<file path="src/rtl/dmem_access_master.sv">
// dmem_access_master: turns CPU byte/halfword/word loads and stores into
// word-only dmem accesses. Sub-word stores are done as read-modify-write, and
// the pipeline is stalled through req_ready while a request is in flight.
module dmem_access_master #(
    parameter int WADDR_W = 10
) (
    input  logic               clk,
    input  logic               rst,
    input  logic               req_valid,
    output logic               req_ready,
    input  logic               req_we,
    input  logic [1:0]         req_size,
    input  logic               req_signed,
    input  logic [31:0]        req_addr,
    input  logic [31:0]        req_wdata,
    output logic               resp_valid,
    output logic [31:0]        resp_rdata,
    output logic               resp_err,
    output logic               ram_ena,
    output logic               wena,
    output logic [WADDR_W-1:0] addr,
    output logic [31:0]        data_in,
    input  logic [31:0]        data_out
);

    typedef enum logic [1:0] {IDLE, READ, WRITE, RESP} state_t;

    state_t               state_q, state_d;
    logic                 reqWe_q;
    logic [1:0]           reqSize_q;
    logic                 reqSigned_q;
    logic [WADDR_W-1:0]   wordAddr_q;
    logic [1:0]           byteOff_q;
    logic [31:0]          reqWdata_q;
    logic                 reqErr_q;
    logic [31:0]          rdWord_q;

    logic                 accept;
    logic                 misaligned;
    logic                 memAccess;
    logic [7:0]           loadByte;
    logic [15:0]          loadHalf;
    logic [31:0]          loadData;
    logic [31:0]          mergedWord;
    logic                 unusedAddrBits;

    // Address bits above the dmem range are dropped, so the address wraps.
    assign unusedAddrBits = ^req_addr[31:WADDR_W+2];

    assign accept = req_valid && req_ready;

    // Alignment check on the live request; size 11 is always an error.
    always_comb begin
        misaligned = 1'b0;
        case (req_size)
            2'b00:   misaligned = 1'b0;
            2'b01:   misaligned = req_addr[0];
            2'b10:   misaligned = |req_addr[1:0];
            default: misaligned = 1'b1;
        endcase
    end

    // Next-state logic: errors skip memory, word stores skip the read.
    always_comb begin
        state_d = state_q;
        case (state_q)
            IDLE: begin
                if (req_valid) begin
                    if (misaligned) begin
                        state_d = RESP;
                    end else if (req_we && req_size == 2'b10) begin
                        state_d = WRITE;
                    end else begin
                        state_d = READ;
                    end
                end
            end
            READ:    state_d = reqWe_q ? WRITE : RESP;
            WRITE:   state_d = RESP;
            RESP:    state_d = IDLE;
            default: state_d = IDLE;
        endcase
    end

    // State register, request capture on accept and read-word capture.
    always_ff @(posedge clk) begin
        if (rst) begin
            state_q     <= IDLE;
            reqWe_q     <= 1'b0;
            reqSize_q   <= 2'b00;
            reqSigned_q <= 1'b0;
            wordAddr_q  <= '0;
            byteOff_q   <= 2'b00;
            reqWdata_q  <= 32'h0;
            reqErr_q    <= 1'b0;
            rdWord_q    <= 32'h0;
        end else begin
            state_q <= state_d;
            if (accept) begin
                reqWe_q     <= req_we;
                reqSize_q   <= req_size;
                reqSigned_q <= req_signed;
                wordAddr_q  <= req_addr[WADDR_W+1:2];
                byteOff_q   <= req_addr[1:0];
                reqWdata_q  <= req_wdata;
                reqErr_q    <= misaligned;
            end
            if (state_q == READ) begin
                rdWord_q <= data_out;
            end
        end
    end

    // Little-endian lane pick for loads from the captured word.
    assign loadByte = rdWord_q[{byteOff_q, 3'b000} +: 8];
    assign loadHalf = rdWord_q[{byteOff_q[1], 4'b0000} +: 16];

    // Sign or zero extension of the selected lane.
    always_comb begin
        loadData = rdWord_q;
        case (reqSize_q)
            2'b00:   loadData = reqSigned_q ? {{24{loadByte[7]}}, loadByte} : {24'h0, loadByte};
            2'b01:   loadData = reqSigned_q ? {{16{loadHalf[15]}}, loadHalf} : {16'h0, loadHalf};
            default: loadData = rdWord_q;
        endcase
    end

    // Store word: replace only the target lane of the word read back.
    always_comb begin
        mergedWord = rdWord_q;
        case (reqSize_q)
            2'b00:   mergedWord[{byteOff_q, 3'b000} +: 8] = reqWdata_q[7:0];
            2'b01:   mergedWord[{byteOff_q[1], 4'b0000} +: 16] = reqWdata_q[15:0];
            default: mergedWord = reqWdata_q;
        endcase
    end

    // Reset also masks the outputs so a write in flight never lands.
    assign memAccess  = (state_q == READ || state_q == WRITE) && !rst;
    assign req_ready  = (state_q == IDLE);
    assign ram_ena    = memAccess;
    assign wena       = (state_q == WRITE) && !rst;
    assign addr       = memAccess ? wordAddr_q : '0;
    assign data_in    = wena ? mergedWord : 32'h0;
    assign resp_valid = (state_q == RESP) && !rst;
    assign resp_err   = resp_valid && reqErr_q;
    assign resp_rdata = (resp_valid && !reqWe_q && !reqErr_q) ? loadData : 32'h0;

endmodule

</file>
<file path="config.mk">
export PLATFORM = sky130hd
export DESIGN_NAME = dmem_access_master
export DESIGN_NICKNAME = d
export VERILOG_FILES = /design/src/rtl/dmem_access_master.sv
export SDC_FILE = /design/constraint.sdc
export NUM_CORES = 1
export LEC_CHECK = 0
export ABC_AREA = 1
export CAP_MARGIN = 10
export CORE_MARGIN = 5
export CORE_UTILIZATION = 35
export DETAILED_ROUTE_END_ITERATION = 8
export HOLD_SLACK_MARGIN = 0.1
export SYNTH_ARGS = -nofsm -noshare
export SYNTH_HDL_FRONTEND = slang
export SYNTH_SLANG_ARGS = --single-unit
</file>
<file path="constraint.sdc">
create_clock -name clk -period 3.4 [get_ports clk]
set_clock_uncertainty 0.1 [all_clocks]
set_input_delay 0.85 -clock clk [delete_from_list [all_inputs] [get_ports clk]]
set_output_delay 0.85 -clock clk [all_outputs]
set_load 0.05 [all_outputs]
</file>
==> results of run 1 <==
## per-stage QoR
stage | area, µm² | hold slack [ps]
2_1_floorplan | 5350 | 347.6
4_1_cts | 7416 | 372.9
3_3_place_gp | 7152 | 360.4
6_report | 7442 | 371.9
3_5_place_dp | 7152 | 363.3
5_1_grt | 7442 | 390.2
## sequential cells by signal, indices dropped and copies added (netlist names)
signal       flops
reqSize_q        2
reqWdata_q      32
rdWord_q        32
byteOff_q        2
reqSigned_q      1
reqErr_q         1
state_q          2
reqWe_q          1
wordAddr_q      10
## synth_stat cells (all sizes together)
cell | number | area [µm²]
and3 | 2 | 12.51
nand2 | 125 | 494.2
and2 | 6 | 37.54
clkbuf | 32 | 120.1
a21oi | 129 | 660.6
nor2 | 148 | 560.5
o211ai | 7 | 52.55
a31oi | 6 | 37.54
o22ai | 1 | 6.260
ha | 9 | 112.6
inv | 60 | 225.2
o21ai | 172 | 860.8
or2 | 1 | 6.260
a22oi | 3 | 22.52
clkinv | 5 | 23.77
o21bai | 1 | 7.510
a21boi | 11 | 82.58
buf | 23 | 145.1
dfxtp | 83 | 1662
nand3 | 23 | 115.1
## critical path: stages (launching register included)
cell	delay, ps
dfxtp_1	380
inv_2	120
ha_2	460
nand2_1	210
o21ai_0	210
nand2_1	70
a21oi_1	260
buf_4	250
## timing repair
action,CTS,global route
setup endpoints to repair,2,23
pin swaps,0,3
hold buffers,0,0
cloned,0,0
setup buffers,0,1
resized for setup,1,6
## worst min path at each step
stage                        from             to  slack [ps]  depth (start not counted)
global placement    wordAddr_q[5]  wordAddr_q[5]         360                          2
global route        wordAddr_q[2]  wordAddr_q[2]         390                          2
floorplan           wordAddr_q[0]  wordAddr_q[0]         350                          2
finish              wordAddr_q[0]  wordAddr_q[0]         370                          2
CTS                 wordAddr_q[4]  wordAddr_q[4]         370                          2
detailed placement  wordAddr_q[4]  wordAddr_q[4]         360                          2
## power by group
group          switching, W  internal (W)
Combinational       0.00119      0.000610
Sequential         0.000193       0.00118
Clock              0.000379      0.000507
Total               0.00176       0.00229
## area by class of cell
| class | instances | area [µm²] |
|---|---|---|
| Clock buffer | 12 | 246.5 |
| Inverter | 65 | 252.7 |
| Sequential cell | 83 | 1662 |
| Fill cell | 1520 | 7147 |
| Tap cell | 184 | 230.2 |
| Multi-Input combinational cell | 644 | 3187 |
| Clock inverter | 3 | 15.01 |
| Timing Repair Buffer | 181 | 1849 |
## cell usage in the layout, fill, tap and decap left out, types with 4 or more instances in the layout
master / instances
a21oi_1: 105
buf_4: 76
a31oi_1: 6
inv_1: 55
dfxtp_1: 83
and2_1: 6
nand2_2: 5
clkdlybuf4s50_1: 82
o211ai_1: 7
inv_2: 4
nand2_1: 118
o21ai_0: 169
clkbuf_16: 10
a21boi_0: 11
ha_1: 6
buf_12: 21
nor2_2: 15
nand3_1: 23
clkinv_1: 4
a21oi_2: 24
nor2_1: 133
## per-layer routing
layer	track usage (%)	wire, µm
met1	31.80	9480
met2	32.23	8653
met5	0	0
met4	6.448	285
met3	3.493	1122
## cells by family after synthesis
logic type	Yosys count	share of synthesized area [%]
AO/OA/AOI/OAI	330	32.99
flip-flops	83	31.68
adder cells (fa/ha/maj)	9	2.147
AND/OR/NAND/NOR	305	23.38
buffers and inverters	120	9.804
==> results.py, run 1 <==
metrics = {
    "pwr": {
        "finalPower_w": 0.004054,
        "p_leak_nw": 2.878,
        "powerDensity_mw_per_mm2": 544.7,
        "vdd_drop_max_mv": 0.2610,
    },
    "route": {
        "drt_pass1_iterations": 5,
        "postRouteAntennaNets": 0,
        "post_drt_wl_per_cell_um": 16.67,
        "via_count": 6104,
        "totalWireLength_um": 19540,
        "drt-initial-drc-count": 642,
        "via_per_inst": 5.208,
        "route.detailed.drc": 0,
    },
    "logic_synthesis": {
        "synth.distinct_cells": 30,
        "syn_inst": 847,
        "seq_area_frac_synth_pct": 31.68,
        "avgSynthCellArea_um2": 6.192,
        "syn-cell-area_mm2": 0.005245,
        "yosysWarnings": 0,
        "synthesis.nets": 959,
        "synth_seq_cells": 83,
    },
    "clocking": {
        "clkTransAtPathRegs_ps": 60,
        "clockBufferDepth": 2,
        "cts_sinks": 83,
        "cts-root-buf": "clkbuf_16",
        "clock_latency_ps": 340,
        "numCtsBuffers": 9,
        "cts_tree": "done",
        "htreeDepth": 3,
    },
    "floorplan": {
        "die_w_um": 132.4,
        "die-area_mm2": 0.01753,
        "rows": 44,
        "start_util_pct": 35.95,
        "ios": 182,
        "coreArea_mm2": 0.01459,
        "die_h_um": 132.4,
    },
    "grt": {
        "grt_max_degree": 81,
        "track_usage_pct": 21.57,
        "grt_pass1_vias": 5560,
        "grt_pass1_wl_um": 30630,
        "antenna_found_initial": 0,
        "grt_overflow": 0,
    },
    "layout": {
        "fin_cells": 1172,
        "area_growth_pct": 41.89,
        "diodes": 0,
        "utilization_pct": 51.01,
        "nets": 1096,
        "drive_above_1_share_pct": 16.90,
    },
    "setup_path": {
        "reg2reg_from": "state_q[1]",
        "startpoint": "byteOff_q[1]",
        "r2r-end": "rdWord_q[12]",
        "cp-endpoint": "data_in[17]",
        "reg2reg_depth": 6,
        "crit_path_max_fanout": 11,
        "cp.required_ps": 2450,
        "cp-start-kind": "flop",
        "crit_path_end_kind": "primary output",
        "arrival_ps": 2320,
        "worstSetupPathType": "flop to primary output",
        "ff2ff_setup_slack_ps": 1260,
    },
    "placed_design": {
        "hpwlAfterDp_um": 14370,
        "port_buffers": 161,
        "routabilityCongestion": 0.8817,
        "pre_cts_ws_ps": 96.61,
        "post-place-cells": 1156,
    },
    "timing": {
        "finalSetupTns_ps": 0,
        "worst_slew_pin_slew_ps": 870.0,
        "slew_violations": 0,
        "setup_viol": 0,
        "rsz0062_at_grt": "no",
        "hold_viol": 0,
        "max_slew_margin_pct": 41.94,
        "setup_ws_ps": 132.6,
        "fin_crit_ps": 3267,
        "fin_crit_sh_pct": 96.10,
        "fmax_mhz": 306.1,
    },
    "run": {
        "cap_violations": 0,
    },
    "outcome": {
        "run_status": "complete, no violations",
    },
    "worst_hold_path": {
        "hold_class": "flop to flop",
    },
}
Note: power is estimated with default switching activity, not from simulation.
==> run 2, diff against run 1 <==
--- a/config.mk
+++ b/config.mk
@@ -10,7 +10,9 @@
 export CORE_MARGIN = 5
 export CORE_UTILIZATION = 35
 export DETAILED_ROUTE_END_ITERATION = 8
+export GPL_TIMING_DRIVEN = 0
 export HOLD_SLACK_MARGIN = 0.1
+export SLEW_MARGIN = 20
 export SYNTH_ARGS = -nofsm -noshare
 export SYNTH_HDL_FRONTEND = slang
 export SYNTH_SLANG_ARGS = --single-unit
==> run 2 against run 1 <==
Effect of this change: final cell count increased by 2.8%; die area unchanged; first-iteration DRC count fell by 4.5%; wire length increased by 14%; utilization is 0.39 points lower; power increased by 3.7%; fmax is 1.6% lower; critical path type unchanged.
==> results.py, run 2 (synthesis gave the netlist of run 1 again) <==
metrics = {
    "setup_path": {
        "cp.required_ps": 2450,
        "r2r-end": "rdWord_q[0]",
        "cp-start-kind": "flop",
        "ff2ff_setup_slack_ps": 1090,
        "cp-endpoint": "data_in[8]",
        "crit_path_max_fanout": 10,
        "worstSetupPathType": "flop to primary output",
        "reg2reg_depth": 6,
        "arrival_ps": 2370,
        "reg2reg_from": "state_q[1]",
        "startpoint": "byteOff_q[0]",
        "crit_path_end_kind": "primary output",
    },
    "clocking": {
        "numCtsBuffers": 9,
        "cts_sinks": 83,
        "clock_latency_ps": 350,
        "cts_tree": "done",
        "htreeDepth": 3,
        "cts-root-buf": "clkbuf_16",
        "clockBufferDepth": 2,
        "clkTransAtPathRegs_ps": 60,
        "hold_buffers": 0,
    },
    "run": {
        "cap_violations": 0,
    },
    "timing": {
        "fin_crit_sh_pct": 97.68,
        "slew_violations": 0,
        "max_slew_margin_pct": 51.06,
        "fin_crit_ps": 3321,
        "worst_slew_pin_slew_ps": 734.1,
        "fmax_mhz": 301.1,
        "hold_viol": 0,
        "whs_ps": 367.6,
        "rsz0062_at_grt": "no",
        "setup_viol": 0,
    },
    "layout": {
        "drive_above_1_share_pct": 16.36,
        "diodes": 0,
        "nFillCells": 1530,
        "mostFrequentLayoutCell": "o21ai_0",
        "area_growth_pct": 40.79,
        "nets": 1129,
        "multiInputGateArea_mm2": 0.003209,
        "reg_top3": "rdWord_q: 32 flops, reqWdata_q: 32 flops, wordAddr_q: 10 flops",
        "most-common-layout-cells": "169 x o21ai_0, 133 x nor2_1, 118 x nand2_1",
        "utilization_pct": 50.62,
        "regArea_mm2": 0.001667,
    },
    "route": {
        "post_drt_wl_per_cell_um": 18.47,
        "wl_met3_um": 1882,
        "drt-initial-drc-count": 613,
        "postRouteAntennaNets": 0,
        "wl_met1_um": 9949,
        "route.detailed.drc": 0,
        "drt_pass1_iterations": 5,
        "highest_layer": "met4",
        "via_count": 6399,
        "met2_length_um": 9991,
        "totalWireLength_um": 22250,
        "via_per_inst": 5.310,
    },
    "grt": {
        "antenna_found_initial": 0,
        "grt_max_degree": 20,
        "grt_pass1_wl_um": 34260,
        "grt_pass1_vias": 6056,
        "grt_overflow": 0,
        "track_usage_pct": 24.58,
    },
    "pwr": {
        "p_leak_nw": 2.830,
        "powerDensity_mw_per_mm2": 569.4,
        "finalPower_w": 0.004205,
        "vdd_drop_max_mv": 0.3483,
    },
    "placed_design": {
        "port_buffers": 161,
        "routabilityCongestion": 0.9578,
        "hpwlAfterDp_um": 17290,
    },
    "worst_hold_path": {
        "hold_class": "flop to flop",
    },
    "floorplan": {
        "die_w_um": 132.4,
        "die-area_mm2": 0.01753,
        "rows": 44,
        "die_h_um": 132.4,
        "coreArea_mm2": 0.01459,
        "ios": 182,
        "start_util_pct": 35.95,
    },
    "outcome": {
        "run_status": "complete, no violations",
    },
}
[run 2: cell count changes in the layout (fill, tap and decap cells not counted), moves of 3 or more]
| cell | delta |
|---|---|
| clkdlybuf4s15_1 | +3 |
| buf_6 | +4 |
| buf_4 | -55 |
| buf_2 | +29 |
| dlygate4sd2_1 | +4 |
| clkbuf_4 | +8 |
| clkbuf_2 | +5 |
| clkbuf_1 | +27 |
| clkdlybuf4s15_2 | +24 |
| buf_12 | -21 |
[run 2: how the worst min path moves through the flow]
stage	from	end	slack [ps]	depth (start not counted)
final	wordAddr_q[4]	wordAddr_q[4]	370	2
after global routing	wordAddr_q[3]	wordAddr_q[3]	390	2
after CTS	wordAddr_q[4]	wordAddr_q[4]	370	2
after global placement	wordAddr_q[3]	wordAddr_q[3]	360	2
after detailed placement	wordAddr_q[2]	wordAddr_q[2]	360	2
after floorplan	wordAddr_q[0]	wordAddr_q[0]	350	2
[run 2: cell type report]
class / instances / area share (%)
multi-input cells: 644 / 43.46
flip-flops and latches: 83 / 22.57
repair buffers: 161 / 19.89
plain buffers: 53 / 3.609
inverters: 65 / 3.524
well taps: 184 / 3.118
clock buffers: 9 / 3.050
clock inverters: 6 / 0.7794
[run 2: what timing repair did]
| action | in CTS | in global routing |
|---|---|---|
| hold endpoints to repair | 0 | 0 |
| endpoints found under the setup margin | 76 | 60 |
| buffers inserted | 0 | 0 |
| gates resized for setup | 313 | 38 |
[run 2: critical path: stages, from the launching register on]
cell and delay, ps:
dfxtp_2 420, inv_2 130, ha_2 370, clkbuf_4 190, inv_1 110, o21ai_0 180, a21oi_1 100, nor2_1 120
clkdlybuf4s18_2 380
[run 2: routing by layer]
metal,up-vias,GRT usage (%)
met1,2910,34.40
met3,29,4.784
met4,0,6.844
met2,291,38.63
li1,3169,-
met5,-,0
[run 2: power by group]
| group | total (W) | internal [W] | leakage [nW] | switching, W |
|---|---|---|---|---|
| Clock | 0.000975 | 0.000560 | 0.141 | 0.000415 |
| Sequential | 0.00139 | 0.00118 | 0.687 | 0.000211 |
| Combinational | 0.00184 | 0.000576 | 2.00 | 0.00126 |
[run 2: stage by stage]
stage / area [µm²] / setup TNS, ps / worst slack, ps / cells
6_report: 7385 / 0 / 78.90 / 1205
5_1_grt: 7385 / 0 / 0.5664 / 1205
4_1_cts: 7373 / 0 / 5.635 / 1206
3_5_place_dp: 7192 / -52540 / -886.4 / 1192
3_3_place_gp: 7192 / -53470 / -909.4 / 1192
2_1_floorplan: 5350 / 0 / 34.30 / 847
==> run 3, diff against run 2 <==
--- a/config.mk
+++ b/config.mk
@@ -12,7 +12,7 @@
 export DETAILED_ROUTE_END_ITERATION = 8
 export GPL_TIMING_DRIVEN = 0
 export HOLD_SLACK_MARGIN = 0.1
-export SLEW_MARGIN = 20
+export SLEW_MARGIN = 15
 export SYNTH_ARGS = -nofsm -noshare
 export SYNTH_HDL_FRONTEND = slang
 export SYNTH_SLANG_ARGS = --single-unit
==> results of run 3 <==
No change in the layout: final DEF, timing and power equal those of run 2.
